`src/rtl/fir_mac_serial.sv`:
```
// Serial N-tap FIR: one multiply-accumulate per cycle, programmable coefficients, rounded output.
// Define FIR_SATURATE_EN to clamp the output to the DATA_W range instead of wrapping.
module fir_mac_serial #(
  parameter int DATA_W = 16,
  parameter int COEF_W = 16,
  parameter int TAPS   = 8,
  parameter int SHIFT  = 3
) (
  input  logic                       clk,
  input  logic                       rst,
  input  logic                       in_valid,
  output logic                       in_ready,
  input  logic signed [DATA_W-1:0]   in_data,
  input  logic                       coef_we,
  input  logic [$clog2(TAPS)-1:0]    coef_addr,
  input  logic signed [COEF_W-1:0]   coef_data,
  output logic                       out_valid,
  input  logic                       out_ready,
  output logic signed [DATA_W-1:0]   out_data,
  output logic [1:0]                 dbg_state
);

  localparam int AW     = $clog2(TAPS);
  localparam int ACC_W  = DATA_W + COEF_W + $clog2(TAPS);
  localparam int PROD_W = DATA_W + COEF_W;
  localparam int RSH    = (SHIFT > 0) ? SHIFT - 1 : 0;

  localparam logic [1:0] S_IDLE = 2'd0;
  localparam logic [1:0] S_MAC  = 2'd1;
  localparam logic [1:0] S_OUT  = 2'd2;

  localparam logic [AW:0]            TAPS_L   = (AW+1)'(TAPS);
  localparam logic [AW-1:0]          LAST_IDX = AW'(TAPS - 1);
  localparam logic signed [ACC_W:0]  ROUND_K  = (SHIFT > 0) ? ((ACC_W+1)'(1) <<< RSH) : '0;
  localparam logic signed [ACC_W:0]  SAT_MAX  = {{(ACC_W-DATA_W+2){1'b0}}, {(DATA_W-1){1'b1}}};
  localparam logic signed [ACC_W:0]  SAT_MIN  = {{(ACC_W-DATA_W+2){1'b1}}, {(DATA_W-1){1'b0}}};
`ifdef FIR_SATURATE_EN
  localparam bit SAT_EN = 1'b1;
`else
  localparam bit SAT_EN = 1'b0;
`endif

  // Handshake semantics: a transfer happens on a rising edge where valid and ready are both high;
  // valid never waits on ready, and ready/valid are registered (no input-to-output paths).

  logic [1:0]               state;
  logic signed [DATA_W-1:0] x [TAPS];
  logic signed [COEF_W-1:0] c [TAPS];
  logic signed [ACC_W-1:0]  acc;
  logic [AW-1:0]            idx;

  // A coefficient written in the same cycle a sample is accepted must not affect that sample,
  // so the overwritten value is remembered for the duration of the computation.
  logic                     ovr_valid;
  logic [AW-1:0]            ovr_addr;
  logic signed [COEF_W-1:0] ovr_data;

  logic                     addr_ok;
  logic signed [COEF_W-1:0] cur_coef;
  logic signed [PROD_W-1:0] prod;
  logic signed [ACC_W-1:0]  acc_sum;
  logic signed [ACC_W:0]    rounded;
  logic signed [ACC_W:0]    shifted;
  logic signed [DATA_W-1:0] result;

  assign dbg_state = state;
  assign addr_ok   = ({1'b0, coef_addr} < TAPS_L);

  always_comb begin
    cur_coef = (ovr_valid && (ovr_addr == idx)) ? ovr_data : c[idx];
    prod     = PROD_W'(cur_coef) * PROD_W'(x[idx]);
    acc_sum  = acc + ACC_W'(prod);
    rounded  = (ACC_W+1)'(acc_sum) + ROUND_K;
    shifted  = rounded >>> SHIFT;
    result   = shifted[DATA_W-1:0];
    if (SAT_EN && (shifted > SAT_MAX)) begin
      result = SAT_MAX[DATA_W-1:0];
    end else if (SAT_EN && (shifted < SAT_MIN)) begin
      result = SAT_MIN[DATA_W-1:0];
    end
  end

  always_ff @(posedge clk) begin
    if (rst) begin
      state     <= S_IDLE;
      in_ready  <= 1'b1;
      out_valid <= 1'b0;
      out_data  <= '0;
      acc       <= '0;
      idx       <= '0;
      ovr_valid <= 1'b0;
      ovr_addr  <= '0;
      ovr_data  <= '0;
      for (int k = 0; k < TAPS; k++) begin
        x[k] <= '0;
        c[k] <= COEF_W'(1);
      end
    end else begin
      case (state)
        S_IDLE: begin
          if (coef_we && addr_ok) begin
            c[coef_addr] <= coef_data;
          end
          if (in_valid) begin
            x[0] <= in_data;
            for (int k = 1; k < TAPS; k++) begin
              x[k] <= x[k-1];
            end
            acc       <= '0;
            idx       <= '0;
            state     <= S_MAC;
            in_ready  <= 1'b0;
            ovr_valid <= coef_we && addr_ok;
            ovr_addr  <= coef_addr;
            ovr_data  <= c[coef_addr];
          end
        end
        S_MAC: begin
          acc <= acc_sum;
          if (idx == LAST_IDX) begin
            state     <= S_OUT;
            out_valid <= 1'b1;
            out_data  <= result;
          end else begin
            idx <= idx + AW'(1);
          end
        end
        S_OUT: begin
          if (out_ready) begin
            state     <= S_IDLE;
            out_valid <= 1'b0;
            in_ready  <= 1'b1;
          end
        end
        default: begin
          state     <= S_IDLE;
          out_valid <= 1'b0;
          in_ready  <= 1'b1;
        end
      endcase
    end
  end

endmodule
```
`config.mk`:
```
export PLATFORM = sky130hd
export DESIGN_NAME = fir_mac_serial
export DESIGN_NICKNAME = d
export VERILOG_FILES = /design/src/rtl/fir_mac_serial.sv
export SDC_FILE = /design/constraint.sdc
export NUM_CORES = 1
export LEC_CHECK = 0
export ABC_AREA = 0
export CAP_MARGIN = 10
export CORE_UTILIZATION = 60
export CTS_CLUSTER_SIZE = 10
export DETAILED_ROUTE_END_ITERATION = 16
export HOLD_SLACK_MARGIN = 0.02
export PLACE_DENSITY_LB_ADDON = 0.3
export SLEW_MARGIN = 20
export SYNTH_ARGS = -nofsm -noshare
export SYNTH_HDL_FRONTEND = slang
export SYNTH_SLANG_ARGS = --single-unit
export TNS_END_PERCENT = 20
```
`constraint.sdc`:
```
create_clock -name clk -period 14.2 [get_ports clk]
set_clock_uncertainty 0.15 [all_clocks]
set_input_delay 2.13 -clock clk [delete_from_list [all_inputs] [get_ports clk]]
set_output_delay 2.13 -clock clk [all_outputs]
set_load 0.005 [all_outputs]
```
Word level (Yosys, flattened, before mapping)
Memories as Yosys holds them, arrays and structs flattened. A register that Yosys moved wholly into a read port is not among the register bits. Cells that the tools add are included.

Bits in registers: 62. RAM bits: 256. Output and inout port bits: 20. Logic and storage cells: 84. Memories kept: 2.

Memory list: c (depth 8, bits a word 16, read ports 2, clocked after Yosys merged registers in 2, wr ports 8, RTL line 48) `logic signed [COEF_W-1:0] c [TAPS];`; x (depth 8, bits a word 16, read ports 8, clocked after Yosys merged registers in 1, wr ports 8, RTL line 47) `logic signed [DATA_W-1:0] x [TAPS];`.

Add/sub/neg operators: 3. Multiply operators: 1. Equal/unequal tests: 8. Multiplexer cells: 41. Bitwise gates (word level): 10. Reductions and logical operators: 11.

Operator list (number): $mux 16 (10); $pmux 35 s2 (1); $add 35x32->35 (1); $mux 35 (1); $mul 16x16->32 (1); $mux 3 (7); $add 19x4->19 const B (1); $reduce_or 16->1 (1); $mux 1 (15); $reduce_and 3->1 (4); $ne 2x2->1 const B (4); $or 1x1->1 (8); $mux 2 (3); $pmux 1 s3 (2); $pmux 2 s3 (1); $pmux 3 s2 (1); $reduce_and 2->1 (3); $add 3x1->3 const B (1); $eq 3x3->1 (1); $eq 3x3->1 const B (1); $eq 2x1->1 const B (1); $eq 2x2->1 const B (1); $logic_not 2->1 (1); $not 1->1 (2); other kinds (2) (2).

Depth between registers and ports, before layout
Depth in word-level cells: 6. Depth in mapped cells: 32. Depth with buffers taken out: 27.

Worst setup path after synthesis
OpenSTA, ideal clock, no wires.

Path kind: flip-flop to flip-flop. Start: reg with a tool-made name. End: reg out_data[15]. Data arrival time: 7554 ps. Required time: 13971 ps. Slack: 6417 ps. Stages on the path, launching flop included: 31. Path buffers: 5. Clock period less this slack: 7783 ps. Cells stage by stage: dfxtp_1 > buf_2 > buf_2 > buf_2 > buf_2 > mux4_2 > mux2_2 > mux2i_1 > clkbuf_1 > nor2_1 > fa_1 > inv_1 > fa_1 > fa_1 > fa_1 > inv_1 > fa_1 > inv_1 > fa_1 > inv_1 > ha_1 > nand2_1 > a211oi_1 > nand2_1 > a32oi_1 > a21o_1 > a21o_1 > o31ai_1 > xnor3_1 > xor2_1 > a211oi_2.

RTL lines: to (signal assigned) (RTL line 123) `out_data <= result;`; to (decl) (RTL line 19) `output logic signed [DATA_W-1:0] out_data,`.

==> metrics <==
main combinational cell family by area after synthesis=adder cells; Post-Syn Instances=1787; Pre-antenna DRT Iters=5; Post-synth ARST share=0; number of synthesized flops with an enable pin=256; max-slew violation count=0; Largest stage delay, worst path=0.76 ns; Max Buffers Root-to-Sink=3; Cell variety after synth=64; power density over cell area=169 nW/um^2; Placer Congestion=0.925; synth warn=0; XOR/XNOR Fraction of Synth Area=0.0259; Detail Route Antenna Nets=0; Clock Latency Late Sink=0.54 ns; vias in the first global route=14.4k; Via-to-Cell Ratio=5.99; Crit Path Class=register to register; cell area after layout=23400 um^2; clock-pin slew on the worst setup and hold paths=0.06 ns; RSZ-0062 raised after global routing=no; syn_nets=2040; diodes inserted=0; Critical Path Fanout Max=31; pin count of the biggest net entering global routing=101; drt first-iter violations=1213; Hold Path Class=register to register; # Post-CTS Setup Buffers=0; Global Route Usage Sum=0.280; Synth Flop Type=edfxtp_1; simple logic cell fraction of the synthesized area=0.146; adder-cell share of the synthesized area=0.173; Total Nets Final=2077; cts bufs inserted=38; I/O pins=60; Final TNS setup=0 ns; flip-flop and latch area=8990 um^2; required time of the worst setup path=14.48 ns; CP Capture Type=register; mapped cell area=21400 um^2; post-CTS resize count=0; die area=36500 um^2; total gr overflow=0; maximum operating frequency=0.111 GHz; Total Power=3960 uW; slowest CP cell=mux2i_1; crit start category=register; Multi-input gate area=11100 um^2; detailed-route DRC error count=0; Core Area=34800 um^2; max_cap viols=0; Critical Path AT=9.31 ns; num rows=68; worst relative slew slack=0.262; layout cells sized above 1=0.119; Fin. Hold Viols=0; Total Routed Length=49100 um; Yosys reg bits=321; CTS Hold Bufs=0; top cell type's share of synthesized area=0.359; R2R depth=26; Root Buffer=clkbuf_16; total of fill cells in the finished design=2459; post-synthesis sequential area ratio=0.420; Final Critical Period=9.03 ns; first-pass GRT wire length=77800 um; Final period util=0.636; # clock sinks=321; PortBufs=59; WHS Path Cells=2; WL per Instance=21.3 um; Die H=191 um; cell repeated most along the worst path=fa_1; via count=13.8k; Mean Syn Cell Area=12.0 um^2; initial antenna violation count=0; Min Hold Slack=0.304 ns; Slew @ Worst Pin=1.11 ns; Die Width=191 um; leakage=0.00974 uW; Starting Density=0.615; Post-DP HPWL=33200 um; cell taking the most area after synthesis=edfxtp_1; TritonCTS clock tree=built; DP Area=22400 um^2; largest cells by area after synthesis=edfxtp_1, fa_1, mux4_2; mux share of post-synthesis cell area=0.137; Peak supply drop=0.211 mV; final setup violation count=0; Synth Area in Compound Gates=0.0368; status=completed; Clock H-tree levels=2; Area Growth Syn to Fin=9.44%
## cells in the final DEF (no fill, tap or decap), types with 34 or more instances in the layout
cell / netlist / routed
and2_1: 124 / 124
and3_1: 101 / 101
clkbuf_16: 0 / 38
clkdlybuf4s50_1: 0 / 56
dfxtp_1: 65 / 62
edfxtp_1: 256 / 256
fa_1: 139 / 139
ha_1: 74 / 74
inv_1: 236 / 235
mux2i_1: 37 / 34
mux4_2: 84 / 84
nand2_1: 71 / 71
nand2b_1: 37 / 37
nor2_1: 156 / 156
nor2b_1: 39 / 39
xnor2_1: 40 / 40
## Yosys cell counts (5+ instances only)
| library cell | count |
|---|---|
| mux4_1 | 12 |
| xnor2_1 | 40 |
| nand3_1 | 8 |
| buf_2 | 11 |
| edfxtp_1 | 256 |
| or2_2 | 19 |
| xor2_1 | 12 |
| clkbuf_1 | 67 |
| mux2i_1 | 37 |
| a21o_1 | 10 |
| nand2_1 | 71 |
| mux2i_4 | 5 |
| nor2b_1 | 39 |
| and2_1 | 124 |
| o21ai_0 | 27 |
| buf_1 | 7 |
| and3_1 | 101 |
| a22oi_1 | 19 |
| a21oi_1 | 26 |
| mux2_2 | 15 |
| nand2b_1 | 37 |
| nor2_1 | 156 |
| or3_1 | 11 |
| fa_1 | 139 |
| mux4_2 | 84 |
| inv_1 | 236 |
| nor3_1 | 8 |
| a211oi_1 | 13 |
| ha_1 | 74 |
| dfxtp_1 | 65 |
## per-layer routing
metal,vias up,track usage,part of all wire
li1,6192,-,-
met1,6966,0.373,0.40
met2,501,0.452,0.49
met3,117,0.0503,0.069
met4,0,0.121,0.040
met5,-,0,0
## logic make-up (layout without fill, tap and decap cells)
kind of cell | Yosys count | in the layout
adders and majority gates | 213 | 213
and+or+nand+nor | 588 | 588
DFF | 321 | 321
AOI/OAI and AO/OA | 120 | 120
muxes | 158 | 158
buffers and inverters | 330 | 387
xor gates and xnor gates | 57 | 57
## worst max-delay path: cells and delay by family (launching register included)
family | cells | cell delay (ns)
multiplexers | 3 | 1.62
AND/OR/NAND/NOR | 4 | 0.52
AO/OA/AOI/OAI | 5 | 1.06
buffers and inverters | 5 | 0.81
XOR/XNOR | 2 | 0.50
flip-flops | 1 | 0.75
adder cells (fa/ha/maj) | 7 | 3.49
## flip-flops by register name, summed over array words and instances (netlist names), named ones only
register	count
c	128
x	128
acc	19
out_data	16
ovr_data	16
idx	3
ovr_addr	3
dbg_state	2
in_ready	1
out_valid	1
ovr_valid	1
## final cells by class
type,instances,share of cell area
multi-input combinational,1136,0.475
sequential,321,0.384
clock buffer,58,0.0438
inverter,237,0.0381
timing repair buffer,90,0.0345
tap,455,0.0243
clock inverter,2,0.000908
## path summary, 6_finish.rpt
check	from	end	slack, ns
hold / removal	ovr_data[12]	ovr_data[12]	0.30
setup reg to reg	register	out_data[14]	5.17
setup / recovery	register	out_data[14]	5.17
hold reg to reg	ovr_data[12]	ovr_data[12]	0.30
## through the flow
step | instances | util | setup WS, ns
after global routing | 2299 | 0.673 | 4.58
after CTS | 2299 | 0.673 | 5.07
after floorplan | 1787 | - | 6.42
after global placement | 2239 | 0.643 | 5.28
after detailed placement | 2239 | 0.643 | 5.14
final | 2299 | 0.673 | 5.17
## power by group
group | switching (uW) | total [uW] | internal [uW] | leakage (uW)
clock | 360 | 853 | 493 | 0.000503
combinational | 1150 | 1980 | 824 | 0.00604
sequential | 40.5 | 1130 | 1080 | 0.00320
No activity file was read; power rests on OpenSTA's default activity.
